## config.mk

```make
export PLATFORM = sky130hd
export DESIGN_NAME = load_store_unit
export DESIGN_NICKNAME = d
export VERILOG_FILES = /design/src/rtl/load_store_unit_pkg.sv /design/src/rtl/load_store_unit_mem_align.sv /design/src/rtl/load_store_unit.sv
export SDC_FILE = /design/constraint.sdc
export NUM_CORES = 1
export LEC_CHECK = 0
export CORE_MARGIN = 2
export CORE_UTILIZATION = 46
export CTS_CLUSTER_SIZE = 28
export DETAILED_ROUTE_END_ITERATION = 10
export PLACE_DENSITY = 0.83
export RECOVER_POWER = 100
export SKIP_CTS_REPAIR_TIMING = 1
export SKIP_LAST_GASP = 1
export SYNTH_ARGS = -nofsm -noshare
export SYNTH_HDL_FRONTEND = slang
export SYNTH_HIERARCHICAL = 1
export SYNTH_SLANG_ARGS = --single-unit
```

## constraint.sdc

```tcl
create_clock -name clk -period 4.66 [get_ports clk]
set_input_delay 0.932 -clock clk [delete_from_list [all_inputs] [get_ports clk]]
set_output_delay 0.932 -clock clk [all_outputs]
set_load 0.05 [all_outputs]
```

## src/rtl/load_store_unit_pkg.sv

```systemverilog
// Shared processor types: execute-stage instruction, memory function codes and LSU states.
// Helper functions classify memory functions and detect misaligned accesses.
package ProcTypes;

  typedef enum logic [2:0] {Alu, Ld, St, J, Jr, Br, Auipc, Unsupported} IType;

  typedef enum logic [3:0] {NopM, Lb, Lh, Lw, Lbu, Lhu, Sb, Sh, Sw} MemFunc;

  typedef struct packed {
    IType        iType;
    MemFunc      memFunc;
    logic [4:0]  dst;
    logic [31:0] data;
    logic [31:0] addr;
    logic [31:0] nextPc;
  } ExecInst;

  typedef enum logic [1:0] {IDLE, REQ, WAIT_RESP, WB} LsuState;

  function automatic logic is_load(input MemFunc f);
    return (f == Lb) || (f == Lh) || (f == Lw) || (f == Lbu) || (f == Lhu);
  endfunction

  function automatic logic is_misaligned(input MemFunc f, input logic [1:0] a);
    logic word_acc;
    logic half_acc;
    word_acc = (f == Lw) || (f == Sw);
    half_acc = (f == Lh) || (f == Lhu) || (f == Sh);
    return (word_acc && (a != 2'b00)) || (half_acc && a[0]);
  endfunction

endpackage

```

## src/rtl/load_store_unit_mem_align.sv

```systemverilog
// Byte-lane handling: store data replication, strobe generation, load lane extraction/extension.
// Purely combinational; no handshake.
module mem_align
  import ProcTypes::*;
(
  input  MemFunc      mem_func,
  input  logic [1:0]  addr_lo,
  input  logic [31:0] st_data,
  input  logic [31:0] rd_data,
  output logic [31:0] wdata,
  output logic [3:0]  wstrb,
  output logic [31:0] ld_data
);

  logic [31:0] shifted;
  logic [7:0]  ld_byte;
  logic [15:0] ld_half;

  assign shifted = rd_data >> {addr_lo, 3'b000};
  assign ld_byte = shifted[7:0];
  assign ld_half = addr_lo[1] ? rd_data[31:16] : rd_data[15:0];

  always_comb begin
    wdata = '0;
    wstrb = '0;
    case (mem_func)
      Sb: begin
        wdata = {4{st_data[7:0]}};
        wstrb = 4'b0001 << addr_lo;
      end
      Sh: begin
        wdata = {2{st_data[15:0]}};
        wstrb = 4'b0011 << {addr_lo[1], 1'b0};
      end
      Sw: begin
        wdata = st_data;
        wstrb = 4'b1111;
      end
      default: ;
    endcase
  end

  always_comb begin
    ld_data = '0;
    case (mem_func)
      Lb:      ld_data = {{24{ld_byte[7]}}, ld_byte};
      Lbu:     ld_data = {24'b0, ld_byte};
      Lh:      ld_data = {{16{ld_half[15]}}, ld_half};
      Lhu:     ld_data = {16'b0, ld_half};
      Lw:      ld_data = rd_data;
      default: ld_data = '0;
    endcase
  end

endmodule

```

## src/rtl/load_store_unit.sv

```systemverilog
// Load/store unit: one instruction in flight; request one cycle after accept, writeback one cycle after response.
// Holds request until mem_req_ready and writeback until wb_ready; loads give up after TIMEOUT_CYCLES.
module load_store_unit
  import ProcTypes::*;
#(
  parameter int TIMEOUT_CYCLES = 255
) (
  input  logic        clk,
  input  logic        rst_n,
  input  logic        in_valid,
  output logic        in_ready,
  input  ExecInst     in_inst,
  output logic        mem_req_valid,
  input  logic        mem_req_ready,
  output logic [31:0] mem_req_addr,
  output logic        mem_req_we,
  output logic [31:0] mem_req_wdata,
  output logic [3:0]  mem_req_wstrb,
  input  logic        mem_resp_valid,
  input  logic [31:0] mem_resp_rdata,
  output logic        wb_valid,
  input  logic        wb_ready,
  output logic [4:0]  wb_dst,
  output logic [31:0] wb_data,
  output logic        misaligned_err,
  output logic        timeout_err
);

  localparam int CW = $clog2(TIMEOUT_CYCLES + 1);

  LsuState       state_q, state_d;
  ExecInst       inst_q, inst_d;
  logic [CW-1:0] cnt_q, cnt_d;
  logic [31:0]   wb_data_q, wb_data_d;
  logic          mis_err_q, mis_err_d;
  logic          to_err_q, to_err_d;

  logic [31:0]   al_wdata;
  logic [3:0]    al_wstrb;
  logic [31:0]   al_ld_data;
  logic          unused_fields;

  assign unused_fields = ^{inst_q.iType, inst_q.nextPc};

  mem_align u_mem_align (
    .mem_func (inst_q.memFunc),
    .addr_lo  (inst_q.addr[1:0]),
    .st_data  (inst_q.data),
    .rd_data  (mem_resp_rdata),
    .wdata    (al_wdata),
    .wstrb    (al_wstrb),
    .ld_data  (al_ld_data)
  );

  always_comb begin
    state_d   = state_q;
    inst_d    = inst_q;
    cnt_d     = cnt_q;
    wb_data_d = wb_data_q;
    mis_err_d = 1'b0;
    to_err_d  = 1'b0;
    case (state_q)
      IDLE: begin
        if (in_valid) begin
          inst_d = in_inst;
          if (is_misaligned(in_inst.memFunc, in_inst.addr[1:0])) begin
            mis_err_d = 1'b1;
          end else if (in_inst.memFunc == NopM) begin
            wb_data_d = in_inst.data;
            state_d   = WB;
          end else begin
            state_d = REQ;
          end
        end
      end
      REQ: begin
        if (mem_req_ready) begin
          if (is_load(inst_q.memFunc)) begin
            cnt_d   = '0;
            state_d = WAIT_RESP;
          end else begin
            state_d = IDLE;
          end
        end
      end
      WAIT_RESP: begin
        // A response on the last counted cycle still wins over the timeout.
        if (mem_resp_valid) begin
          wb_data_d = al_ld_data;
          state_d   = WB;
        end else if (cnt_q == CW'(TIMEOUT_CYCLES - 1)) begin
          to_err_d = 1'b1;
          state_d  = IDLE;
        end else begin
          cnt_d = cnt_q + CW'(1);
        end
      end
      WB: begin
        if (wb_ready) state_d = IDLE;
      end
      default: state_d = IDLE;
    endcase
  end

  always_ff @(posedge clk or negedge rst_n) begin
    if (!rst_n) begin
      state_q   <= IDLE;
      inst_q    <= '0;
      cnt_q     <= '0;
      wb_data_q <= '0;
      mis_err_q <= 1'b0;
      to_err_q  <= 1'b0;
    end else begin
      state_q   <= state_d;
      inst_q    <= inst_d;
      cnt_q     <= cnt_d;
      wb_data_q <= wb_data_d;
      mis_err_q <= mis_err_d;
      to_err_q  <= to_err_d;
    end
  end

  assign in_ready       = (state_q == IDLE);
  assign mem_req_valid  = (state_q == REQ);
  assign mem_req_addr   = mem_req_valid ? {inst_q.addr[31:2], 2'b00} : '0;
  assign mem_req_we     = mem_req_valid && !is_load(inst_q.memFunc);
  assign mem_req_wdata  = mem_req_valid ? al_wdata : '0;
  assign mem_req_wstrb  = mem_req_valid ? al_wstrb : '0;
  assign wb_valid       = (state_q == WB);
  assign wb_dst         = wb_valid ? inst_q.dst : '0;
  assign wb_data        = wb_valid ? wb_data_q : '0;
  assign misaligned_err = mis_err_q;
  assign timeout_err    = to_err_q;

endmodule

```

==> impl_metrics.yaml <==
outcome:
  status: "finished, violations left"
  failed_checks: "capacitance limit, slew limit"
floorplan:
  die_h_microns: 126.7
  die_x_microns: 126.7
  initial_utilization: 0.4732
  ios: 257
  core_sq_um: 14640
  fp-row-count: 44
  die_area_sq_um: 16060
final_layout:
  syn_to_final_growth_pct: 37.49
  diodes: 0
  multi_input_area_sq_um: 3702
  nFillCells: 1227
  nets: 1027
  area.sequential_sq_um: 2928
  drive_above_1_share: 0.1827
placement:
  numPortBuffers: 219
  gp_congestion: 0.9445
  place_hpwl_microns: 15080
  pre_cts_ws_ns: 1.344
sta:
  finalHoldViolCount: 0
  fin_worst_skew_ns: 0.005526
  worstMarginPinSlew_ns: 2.352
  rsz0062_at_grt: "no"
  relSlewSlack: -0.5681
  slew_viol_final: 43
  setup_tns_ns: 0
  finalSetupViolCount: 0
  setup_ws_ns: 0.4897
  period_minus_slack_ns: 4.170
  max_freq_mhz: 239.8
  fin_crit_sh: 0.8949
power_and_ir_drop:
  p_seq_frac: 0.297
  vdd_drop_max_uv: 437.3
  internal_power_uw: 3636
  powerDensity_nw_per_um2: 703.4
  power_leakage_uw: 0.004278
  pwr-share-comb: 0.514
  switchingPower_uw: 3064
  power.share.switching: 0.4573
  clkPwrFrac: 0.189
global_routing:
  grt_pass1_vias: 6012
  grt_pass1_wl_microns: 32730
  grt_max_degree: 72
  antenna_found_initial: 1
  grt_use_total: 0.2632
  globalRouteOverflowTotal: 0
clocking:
  cts_sinks: 117
  clk_path_buf_depth: 2
  cts_made_buffers: 17
  htree_levels: 4
  cts_tree: "yes"
  cts-root-buf: "clkbuf_16"
  clkSlewWorstSetupHoldPaths_ns: 0.05
  clk_latency_ns: 0.42
worst_setup_path:
  critPathArrivalTime_ns: 3.24
  worstSetupEndpointType: "output port"
  worstPathRequired_ns: 3.73
  cp-start-kind: "flip-flop"
  path_max_fanout: 33
  path_class: "reg -> out"
synthesis:
  synth-edff-count: 0
  yosys_warnings: 6
  synthArstFlopShare: 1.000
  ys_seq_area_frac: 0.4225
  syn_inst: 685
  synth_top_area_cell: "dfrtp_1"
  syn_area_per_cell_sq_um: 10.12
  synth_cell_types: 62
  synth_area_sq_um: 6929
  synth-main-ff-cell: "dfrtp_1"
  ys_top_cells_by_area: "dfrtp_1 (42%), mux2_2 (12%), mux2i_1 (7.4%)"
  ys_seq_elements: 117
  yosysTopAreaCellShare: 0.4225
drt:
  route.vias.total: 6097
  drtIter0Drc: 555
  viasPerCell: 5.666
  wl_per_cell_microns: 19.61
  detail_route.first_pass.iterations: 5
  routed_wl_microns: 21100
  drc: 0
  ant_nets: 0
hold_path:
  hold_class: "reg -> reg"
job:
  drv_cap: 1
cells in the mapped netlist (3+ instances only):
library cell  number
dfrtp_1          117
and2_1            81
nand2_1           80
mux2_2            73
o21ai_0           55
mux2i_1           51
and3_1            39
clkbuf_1          28
a22o_1            16
buf_2             16
a221o_1           14
nor2_1            14
nand3_1            9
a21oi_1            7
nand2b_1           6
inv_1              5
nor2b_1            5
buf_6              4
nor3_1             4
nor3b_1            4
buf_4              3
cell families after synthesis:
family,synth area share
compound gates,0.1253
xor+xnor,0.001264
fa+ha+maj,0.003611
buf+inv,0.04243
flops,0.4225
mux,0.1956
other cells,0.0005412
simple gates,0.2087
flip-flops by register name (all words and copies together), names as in the netlist:
name	cells
timeout_err	1
inst_q	73
misaligned_err	1
cnt_q	8
state_q	2
wb_data_q	32
power groups by stage:
stage                     clock network [uW]  logic (uW)  registers (uW)
after global routing                    1330        3690            2060
after global placement                     0        3510            1960
after floorplan                            0        2760            1730
after CTS                               1280        3590            1980
final                                   1270        3440            1990
after detailed placement                   0        3570            1990
metrics by stage:
stage               hold WS [ns]    util  power, uW  area (sq um)  std cells
global placement          0.4528  0.6224       5476          9114       1044
global route              0.4921  0.6505       7085          9527       1076
floorplan                 0.4418       -       4490          6933        686
detailed placement        0.4616  0.6224       5560          9114       1044
CTS                       0.4737  0.6611       6846          9682       1076
finish                    0.4671  0.6505       6701          9527       1076
layer usage:
layer / vias to the layer above / GRT usage / part of all wire
met3: 29 / 0.07845 / 0.089
met1: 2957 / 0.3445 / 0.42
li1: 2830 / - / -
met2: 279 / 0.4203 / 0.47
met5: - / 0 / 0.00066
met4: 2 / 0.08856 / 0.018
critical path: stages, from the launching register on:
cell and delay, ns:
dfrtp_1 0.75, clkbuf_1 0.89, and3_1 0.29, dlygate4sd3_1 0.87
cell usage in the layout (no fill, tap or decap), types with 3 or more instances in the layout:
cell type        count
nand3_1              9
nor2_1              14
clkbuf_2             4
nor3b_1              4
nor3_1               4
and2_0              38
clkbuf_1            32
and2_1              43
a41oi_1              3
nor2b_1              4
buf_12               9
mux2_2              72
dlygate4sd3_1       37
dfrtp_1            117
mux2i_1             51
a221o_1             14
and3_1              39
clkinv_2             8
a21oi_1              7
buf_4               34
nand2b_1             6
o21ai_0             55
nand2_1             80
clkbuf_16           17
clkdlybuf4s50_1    114
inv_1                5
a22o_1              16
layout make-up:
class,instances,share of cell area
Sequential cell,117,0.3073
Clock buffer,21,0.04833
Tap cell,184,0.02417
Clock inverter,11,0.01129
Multi-Input combinational cell,510,0.3886
Timing Repair Buffer,228,0.2183
Inverter,5,0.001970
final timing paths:
kind / slack, ns / depth (start not counted) / to / start
worst max-delay path: 0.49 / 3 / wb_data[0] / state_q[0]
worst min-delay path: 0.47 / 2 / wb_data_q[10] / wb_data_q[10]
worst max register to register: 1.01 / 6 / wb_data_q[15] / state_q[0]
worst min register to register: 0.47 / 2 / wb_data_q[10] / wb_data_q[10]
max in group asynchronous: 1.36 / 2 / inst_q[95] / rst_n
min in group asynchronous: 1.22 / 1 / inst_q[45] / rst_n
Power figures use the tool's default switching activity.
